===== src/rtl/freq_meter_pkg.sv =====
// freq_meter_pkg: shared definitions for the frequency meter.
//   state_t              - measurement FSM states (IDLE, FLUSH, GATE)
//   DEF_GATE_CYCLES      - default gate window length in clk cycles
//   DEF_CNT_W            - default edge-count result width
//   DEF_SYNC_STAGES      - default synchronizer depth for the measured signal
package freq_meter_pkg;

  typedef enum logic [1:0] {
    ST_IDLE  = 2'd0,
    ST_FLUSH = 2'd1,
    ST_GATE  = 2'd2
  } state_t;

  localparam int unsigned DEF_GATE_CYCLES = 1000000;
  localparam int unsigned DEF_CNT_W       = 24;
  localparam int unsigned DEF_SYNC_STAGES = 2;

endpackage


===== src/rtl/signal_sync.sv =====
// signal_sync: multi-flop synchronizer followed by a rising-edge detector.
// Ports:
//   clk      - sampling clock (rising edge)
//   rst      - asynchronous active-high reset, clears all flops
//   async_in - asynchronous input signal
//   flush    - suppresses edge_out; the history flop still tracks the
//              synchronized level so a level already high is not an edge
//   edge_out - one-cycle pulse on a synchronized rising edge
module signal_sync
  import freq_meter_pkg::*;
#(
  parameter int unsigned SYNC_STAGES = DEF_SYNC_STAGES
) (
  input  logic clk,
  input  logic rst,
  input  logic async_in,
  input  logic flush,
  output logic edge_out
);

  logic [SYNC_STAGES-1:0] r_sync;
  logic                   r_prev;
  logic                   w_synced;

  assign w_synced = r_sync[SYNC_STAGES-1];

  always_ff @(posedge clk or posedge rst) begin
    if (rst) begin
      r_sync <= '0;
      r_prev <= 1'b0;
    end else begin
      r_sync <= {r_sync[SYNC_STAGES-2:0], async_in};
      r_prev <= w_synced;
    end
  end

  assign edge_out = w_synced & ~r_prev & ~flush;

endmodule


===== src/rtl/freq_meter.sv =====
// freq_meter: counts rising edges of an asynchronous signal over a fixed
// gate window of GATE_CYCLES clk cycles, back to back while enabled.
// Ports:
//   clk         - sole clock, rising edge
//   rst         - asynchronous active-high reset
//   enable      - high: measure continuously; low: idle
//   sig_in      - asynchronous measured signal
//   freq_count  - edges counted in the last completed window
//   count_valid - one-cycle pulse when freq_count updates
//   overflow    - last completed window saturated the counter
//   busy        - a window (or its pipeline flush) is in progress
module freq_meter
  import freq_meter_pkg::*;
#(
  parameter int unsigned GATE_CYCLES = DEF_GATE_CYCLES,
  parameter int unsigned CNT_W       = DEF_CNT_W,
  parameter int unsigned SYNC_STAGES = DEF_SYNC_STAGES
) (
  input  logic             clk,
  input  logic             rst,
  input  logic             enable,
  input  logic             sig_in,
  output logic [CNT_W-1:0] freq_count,
  output logic             count_valid,
  output logic             overflow,
  output logic             busy
);

  // Timer is shared between the flush phase and the gate window.
  localparam int unsigned TMR_SPAN = (GATE_CYCLES > SYNC_STAGES + 1) ? GATE_CYCLES : SYNC_STAGES + 1;
  localparam int unsigned TMR_W    = $clog2(TMR_SPAN);
  localparam logic [TMR_W-1:0] TMR_LAST   = TMR_W'(GATE_CYCLES - 1);
  localparam logic [TMR_W-1:0] FLUSH_LAST = TMR_W'(SYNC_STAGES);
  localparam logic [CNT_W-1:0] CNT_MAX    = '1;

  state_t           r_state, w_state_nxt;
  logic [TMR_W-1:0] r_timer, w_timer_nxt;
  logic [CNT_W-1:0] r_cnt, w_cnt_nxt;
  logic             r_sat, w_sat_nxt;
  logic [CNT_W-1:0] r_freq_count;
  logic             r_count_valid;
  logic             r_overflow;

  logic             w_edge;
  logic             w_flush;
  logic             w_at_max;
  logic             w_report;
  logic [CNT_W-1:0] w_final_cnt;
  logic             w_final_sat;

  assign w_flush = (r_state != ST_GATE);

  signal_sync #(
    .SYNC_STAGES(SYNC_STAGES)
  ) u_sync (
    .clk      (clk),
    .rst      (rst),
    .async_in (sig_in),
    .flush    (w_flush),
    .edge_out (w_edge)
  );

  // Count including the edge of the current cycle, saturating at CNT_MAX.
  assign w_at_max    = (r_cnt == CNT_MAX);
  assign w_final_cnt = (w_edge && !w_at_max) ? r_cnt + 1'b1 : r_cnt;
  assign w_final_sat = r_sat | (w_edge & w_at_max);

  always_comb begin
    w_state_nxt = r_state;
    w_timer_nxt = r_timer;
    w_cnt_nxt   = r_cnt;
    w_sat_nxt   = r_sat;
    w_report    = 1'b0;
    case (r_state)
      ST_IDLE: begin
        w_timer_nxt = '0;
        w_cnt_nxt   = '0;
        w_sat_nxt   = 1'b0;
        if (enable) w_state_nxt = ST_FLUSH;
      end
      ST_FLUSH: begin
        w_cnt_nxt = '0;
        w_sat_nxt = 1'b0;
        if (!enable) begin
          w_state_nxt = ST_IDLE;
          w_timer_nxt = '0;
        end else if (r_timer == FLUSH_LAST) begin
          w_state_nxt = ST_GATE;
          w_timer_nxt = '0;
        end else begin
          w_timer_nxt = r_timer + 1'b1;
        end
      end
      ST_GATE: begin
        if (r_timer == TMR_LAST) begin
          // Terminal cycle reports even if enable drops on it; the next
          // window starts on the following cycle without a dead cycle.
          w_report    = 1'b1;
          w_timer_nxt = '0;
          w_cnt_nxt   = '0;
          w_sat_nxt   = 1'b0;
          if (!enable) w_state_nxt = ST_IDLE;
        end else if (!enable) begin
          w_state_nxt = ST_IDLE;
          w_timer_nxt = '0;
          w_cnt_nxt   = '0;
          w_sat_nxt   = 1'b0;
        end else begin
          w_timer_nxt = r_timer + 1'b1;
          w_cnt_nxt   = w_final_cnt;
          w_sat_nxt   = w_final_sat;
        end
      end
      default: begin
        w_state_nxt = ST_IDLE;
        w_timer_nxt = '0;
        w_cnt_nxt   = '0;
        w_sat_nxt   = 1'b0;
      end
    endcase
  end

  always_ff @(posedge clk or posedge rst) begin
    if (rst) begin
      r_state       <= ST_IDLE;
      r_timer       <= '0;
      r_cnt         <= '0;
      r_sat         <= 1'b0;
      r_freq_count  <= '0;
      r_count_valid <= 1'b0;
      r_overflow    <= 1'b0;
    end else begin
      r_state       <= w_state_nxt;
      r_timer       <= w_timer_nxt;
      r_cnt         <= w_cnt_nxt;
      r_sat         <= w_sat_nxt;
      r_count_valid <= w_report;
      if (w_report) begin
        r_freq_count <= w_final_cnt;
        r_overflow   <= w_final_sat;
      end
    end
  end

  assign freq_count  = r_freq_count;
  assign count_valid = r_count_valid;
  assign overflow    = r_overflow;
  assign busy        = (r_state != ST_IDLE);

endmodule


===== config.mk =====
export PLATFORM = sky130hd
export DESIGN_NAME = freq_meter
export DESIGN_NICKNAME = d
export VERILOG_FILES = /design/src/rtl/freq_meter_pkg.sv /design/src/rtl/signal_sync.sv /design/src/rtl/freq_meter.sv
export SDC_FILE = /design/constraint.sdc
export NUM_CORES = 1
export LEC_CHECK = 0
export BUFFER_PORTS_ARGS = -buffer_cell sky130_fd_sc_hd__buf_2
export CAP_MARGIN = 30
export CELL_PAD_IN_SITES_DETAIL_PLACEMENT = 0
export CELL_PAD_IN_SITES_GLOBAL_PLACEMENT = 1
export CORE_UTILIZATION = 50
export DETAILED_ROUTE_END_ITERATION = 7
export PLACE_DENSITY_LB_ADDON = 0.1
export SLEW_MARGIN = 20
export SYNTH_ARGS = -nofsm -noshare
export SYNTH_HDL_FRONTEND = slang
export SYNTH_SLANG_ARGS = --single-unit

===== constraint.sdc =====
create_clock -name clk -period 5.1 [get_ports clk]
set_clock_uncertainty 0.05 [all_clocks]
set_input_delay 0.255 -clock clk [delete_from_list [all_inputs] [get_ports clk]]
set_output_delay 0.255 -clock clk [all_outputs]
set_load 0.05 [all_outputs]

### After elaboration in Yosys (flattened, before gate mapping)

Cells that the tools add are included.

* add/sub/neg operators: 2
* eq/ne operators: 9
* muxes and demuxes: 19
* bitwise operators: 6
* reduce and logical (&&, ||, !) cells: 5

Operators with widths (count)
* two-way mux 24 bit: 4
* two-way mux 20 bit: 4
* case mux 20 bit (2 select lines): 1
* adder 24 x 1 -> 24 bit (second input constant): 1
* == test 24 bit (second input constant): 1
* adder 20 x 1 -> 20 bit (second input constant): 1
* == test 20 x 2 -> 1 bit (second input constant): 1
* == test 20 bit (second input constant): 1
* two-way mux 2 bit: 4
* inequality test 2 bit (second input constant): 3
* case mux 2 bit (3 select lines): 1
* two-way mux 1 bit: 5
* bitwise AND 1 bit: 3
* inequality test 3 bit (second input constant): 1
* AND reduction 3 bit: 1
* == test 2 x 1 -> 1 bit (second input constant): 1
* == test 2 bit (second input constant): 1
* zero test 2 bit: 1
* NOT 1 bit: 2
* nonzero test 2 bit: 1
* logical AND 1 bit: 1
* zero test 1 bit: 1
* bitwise OR 1 bit: 1

* register bits: 76
* word-level logic and storage cells: 50

### Logic depth before layout (Yosys ltp)

* word-level depth: 8
* gate-level depth with buffers: 9
* mapped depth without buffers: 7

### Hierarchy

A second synthesis with hierarchy kept.

* cells, all modules: 360
* area, all modules: 3590.9 um^2

By module, submodules not included
* freq_meter: instances 1, cells an instance 355, area each 3499.6 um^2
* signal_sync: instances 1, cells an instance 5, area each 91.3 um^2

### Least setup slack after synthesis

OpenSTA, ideal clock, no wires.

* kind: register -> register
* start: reg r_state[0]
* end: reg r_freq_count[23], in the netlist freq_count[23]
* setup time: 0.081 ns
* arrival time: 2.134 ns
* data required time: 4.969 ns
* slack: 2.835 ns
* cell stages (with the launch flop): 9
* path buffers: 1
* clock period less this slack: 2.265 ns
* path through: dfrtp_1 inv_1 ha_1 clkbuf_1 and3b_1 and2_1 o311ai_4 or4_2 a31oi_2

* cells in the longest elaborated chain, start to end: 5
* elaborated cells between the ends (all ways): 7

Ends and longest elaborated chain
* from (decl): RTL line freq_meter.sv:36 `state_t r_state, w_state_nxt;`
* from (signal assigned): RTL line freq_meter.sv:133 `r_state <= w_state_nxt;`
* inequality test 2 bit: RTL line freq_meter.sv:51 `assign w_flush = (r_state != ST_GATE);`
* NOT 1 bit: RTL line signal_sync.sv:37 `assign edge_out = w_synced & ~r_prev & ~flush;`
* bitwise AND 1 bit: RTL line signal_sync.sv:37
* logical AND 1 bit: RTL line freq_meter.sv:65 `assign w_final_cnt = (w_edge && !w_at_max) ? r_cnt + 1'b1 : r_cnt;`
* two-way mux 24 bit: RTL line freq_meter.sv:65
* to (signal assigned): RTL line freq_meter.sv:139 `r_freq_count <= w_final_cnt;`
* to (decl): RTL line freq_meter.sv:40 `logic [CNT_W-1:0] r_freq_count;`

Several ways; a longest one is shown, not always the timed one.
A chain may end at the register's enable or synchronous reset.

### Worst setup path after layout

* start: reg r_timer[0]
* end: reg r_freq_count[17], in the netlist freq_count[17]

* cells in the longest elaborated chain, start to end: 3

Ends and longest elaborated chain
* from (decl): RTL line freq_meter.sv:37 `logic [TMR_W-1:0] r_timer, w_timer_nxt;`
* from (signal assigned): RTL line freq_meter.sv:134 `r_timer <= w_timer_nxt;`
* == test 20 bit: RTL line freq_meter.sv:95 `if (r_timer == TMR_LAST) begin`
* two-way mux 1 bit: RTL line freq_meter.sv:95
* two-way mux 1 bit: RTL line freq_meter.sv:74 `case (r_state)`

Every way passes these cells.

==> impl_metrics.ini <==
[critical_path]
reg2reg_setup_slack_ns = 2.33
endpoint_kind = register
cp-startpoint = r_timer[0]
start_kind = register
crit_type = register to register
crit_path_max_incr_delay_ns = 0.67
crit_chain = ha_1 -> nand2_1 -> nor4_2 -> nand3_2 -> or4_1 -> nand3_1
worstPathArrival_ns = 3.00
crit_end = freq_count[17]
slowest_stage = or4_1
r2r_end = freq_count[17]
reg2reg_depth = 6
required_ns = 5.34
cp_max_fo = 31
r2r-start = r_timer[0]

[finish]
nets = 418
layout-drive-gt1-share = 0.162
n_antenna_cell = 0
syn_to_final_growth_pct = 12.0
final_cells = 509

[run_status]
status = complete, no violations

[placed_design]
hpwl_um = 5140
gp_congestion = 0.836
io_buffers = 30
placed_cells = 491

[global_route]
gr-usage-met1 = 0.330
grt_overflow_total = 0
top_usage_layer = met1
gr-usage-all-layers = 0.221
grt_max_degree = 60
grt_pass1_wl_um = 13100
grt_antenna_before_repair = 0
grt_use_met2 = 0.310
grt_pass1_vias = 2662
grt_use_met3 = 0.0490

[floorplanning]
die-area_um2 = 7700
die_w_um = 87.7
ios = 31
dieHeight_um = 87.7
start_util = 0.529
num_rows = 30
coreArea_um2 = 6940

[min_path]
hp-start = enable
hp-class = input pin to register
holdPathStages = 3

[clock_tree]
clk_path_buf_depth = 2
post_cts_buffers = 0
clock_latency_ns = 0.35
cts-root-buf = clkbuf_8
cts_inserted_buffers = 9
cts.sinks = 76
cts_tree = built
path_clk_slew_ns = 0.08
htreeDepth = 3

[job]
cap_violations = 0

[sta]
fin_crit_sh = 0.542
setup_violations = 0
drv_slew = 0
relSlewSlack = 0.422
setup_tns_ns = 0
rsz0062_at_grt = false
tightest_slew_ns = 0.866
hold_viol_final = 0
max_freq_mhz = 361
period_needed_ns = 2.77

[synth]
synth_nets = 385
ys_top_cells_by_area = dfrtp_1 (52%), nor2_1 (5.0%), xnor2_1 (4.8%)
synthCells = 375
synth_seq_area_share = 0.517
ys_warn_count = 0
async_reset_ff_frac = 1.00
yosys_register_bits = 76
synth_top_area_frac = 0.517
synth_flop_cell = dfrtp_1
synth.avg_cell_area_um2 = 9.80
synth_top_area_cell = dfrtp_1
synth_edf_count = 0
syn_area_um2 = 3680
synth_cell_type_count = 45

[pwr]
p_per_area_nw_per_um2 = 287
power_leakage_nw = 1.75
vdd_drop_max_v = 0.000183

[detailed_routing]
wl_per_cell_um = 14.8
firstDrtPassIters = 4
routed_wl_um = 7550
vias_per_cell = 5.58
drt_iter0_drc = 168
drc = 0
vias = 2838
ant_nets = 0
## area by class of cell
| type | instances | area (um^2) |
|---|---|---|
| fill | 599 | 2830 |
| sequential | 76 | 1900 |
| multi-input combinational | 277 | 1680 |
| timing repair buffer | 36 | 200 |
| clock buffer | 11 | 131 |
| tap | 96 | 120 |
| clock inverter | 5 | 52.6 |
| inverter | 8 | 30.0 |
## where the power goes
group	switching (W)	internal, W	leakage [nW]	total, W
sequential	0.00000840	0.000614	1.05	0.000622
clock	0.000215	0.000224	0.0931	0.000439
combinational	0.0000899	0.0000313	0.608	0.000121
total	0.000313	0.000869	1.75	0.00118
## cells by family (layout without fill, tap and decap cells)
logic type	count (synthesis)	count (layout)	synth area share
AOI/OAI and AO/OA	59	59	0.0987
DFF	76	76	0.517
muxes	2	2	0.00579
adders and majority gates	6	6	0.0204
and+or+nand+nor	176	176	0.251
xor gates and xnor gates	34	34	0.0810
buffers and inverters	22	60	0.0255
## flip-flops by register name, summed over array words and instances (netlist names)
signal / flops
count_valid: 1
freq_count: 24
overflow: 1
r_cnt: 24
r_sat: 1
r_state: 2
r_timer: 20
u_sync.r_prev: 1
u_sync.r_sync: 2
## cells in the final DEF, fill, tap and decap left out, drive strengths merged
master and n:
dfrtp 76, nor2 50, nand2 39, buf 34, o21ai 26, nand3 22
xnor2 20, a21oi 18, nand4 16, xor2 14, clkbuf 11, or4 10
inv 8, nor4 8, and4 7, nor3 6, ha 6, and3 6
o211ai 5, or3 4, and2 3, clkinv 3, o31ai 3, a211oi 2
nand4b 2, dlygate4sd3 2, o311ai 2, and3b 1, mux2 1, or2 1
a21o 1, a21boi 1, mux2i 1, or4b 1, a31oi 1, clkinvlp 1
bufinv 1
## stage by stage
stage                util  cell area (um^2)  power [W]  setup slack [ns]  hold WS (ns)
global placement    0.563              3910   0.000753              2.42         0.193
floorplan               -              3680   0.000723              2.83         0.236
detailed placement  0.563              3910   0.000756              2.29         0.196
global route        0.593              4120    0.00124              2.07         0.170
finish              0.593              4120    0.00118              2.33         0.186
CTS                 0.593              4120    0.00120              2.29         0.162
## layer usage
metal  wire [um]  part of all wire
met2        3220              0.43
met4         161             0.021
met1        3800              0.50
met5           0                 0
met3         367             0.049
## cells in the mapped netlist, types with 2 or more instances
cell / count
nor4_1: 7
nand3_1: 21
or4_1: 6
or3_2: 3
o31ai_1: 2
nand4b_1: 2
dfrtp_1: 76
nor2_1: 49
a21oi_1: 18
buf_2: 3
a211oi_1: 2
or4_2: 3
o211ai_1: 5
nand4_1: 15
clkbuf_1: 10
inv_1: 8
nand2_1: 39
xor2_1: 14
nor3_1: 6
and2_1: 3
o21ai_0: 26
xnor2_1: 20
and4_1: 6
ha_1: 6
and3_1: 5
## critical path, delay by kind of cell (launching register included)
| family | cells | cell delay (ns) |
|---|---|---|
| AND/OR/NAND/NOR | 5 | 2.05 |
| adder cells (fa/ha/maj) | 1 | 0.22 |
| flip-flops | 1 | 0.39 |
## what timing repair did
action                                 4_1_cts  5_1_grt
hold buffers                                 2        0
endpoints found under the hold margin       18        0
resized for setup                            0        0
## worst min-delay path by stage
| stage | slack, ns | to |
|---|---|---|
| floorplan | 0.24 | u_sync.r_sync[0] |
| global placement | 0.19 | freq_count[9] |
| global route | 0.17 | r_state[1] |
| detailed placement | 0.20 | freq_count[9] |
| finish | 0.19 | r_state[1] |
| CTS | 0.16 | r_state[1] |
Power figures use the tool's default switching activity.
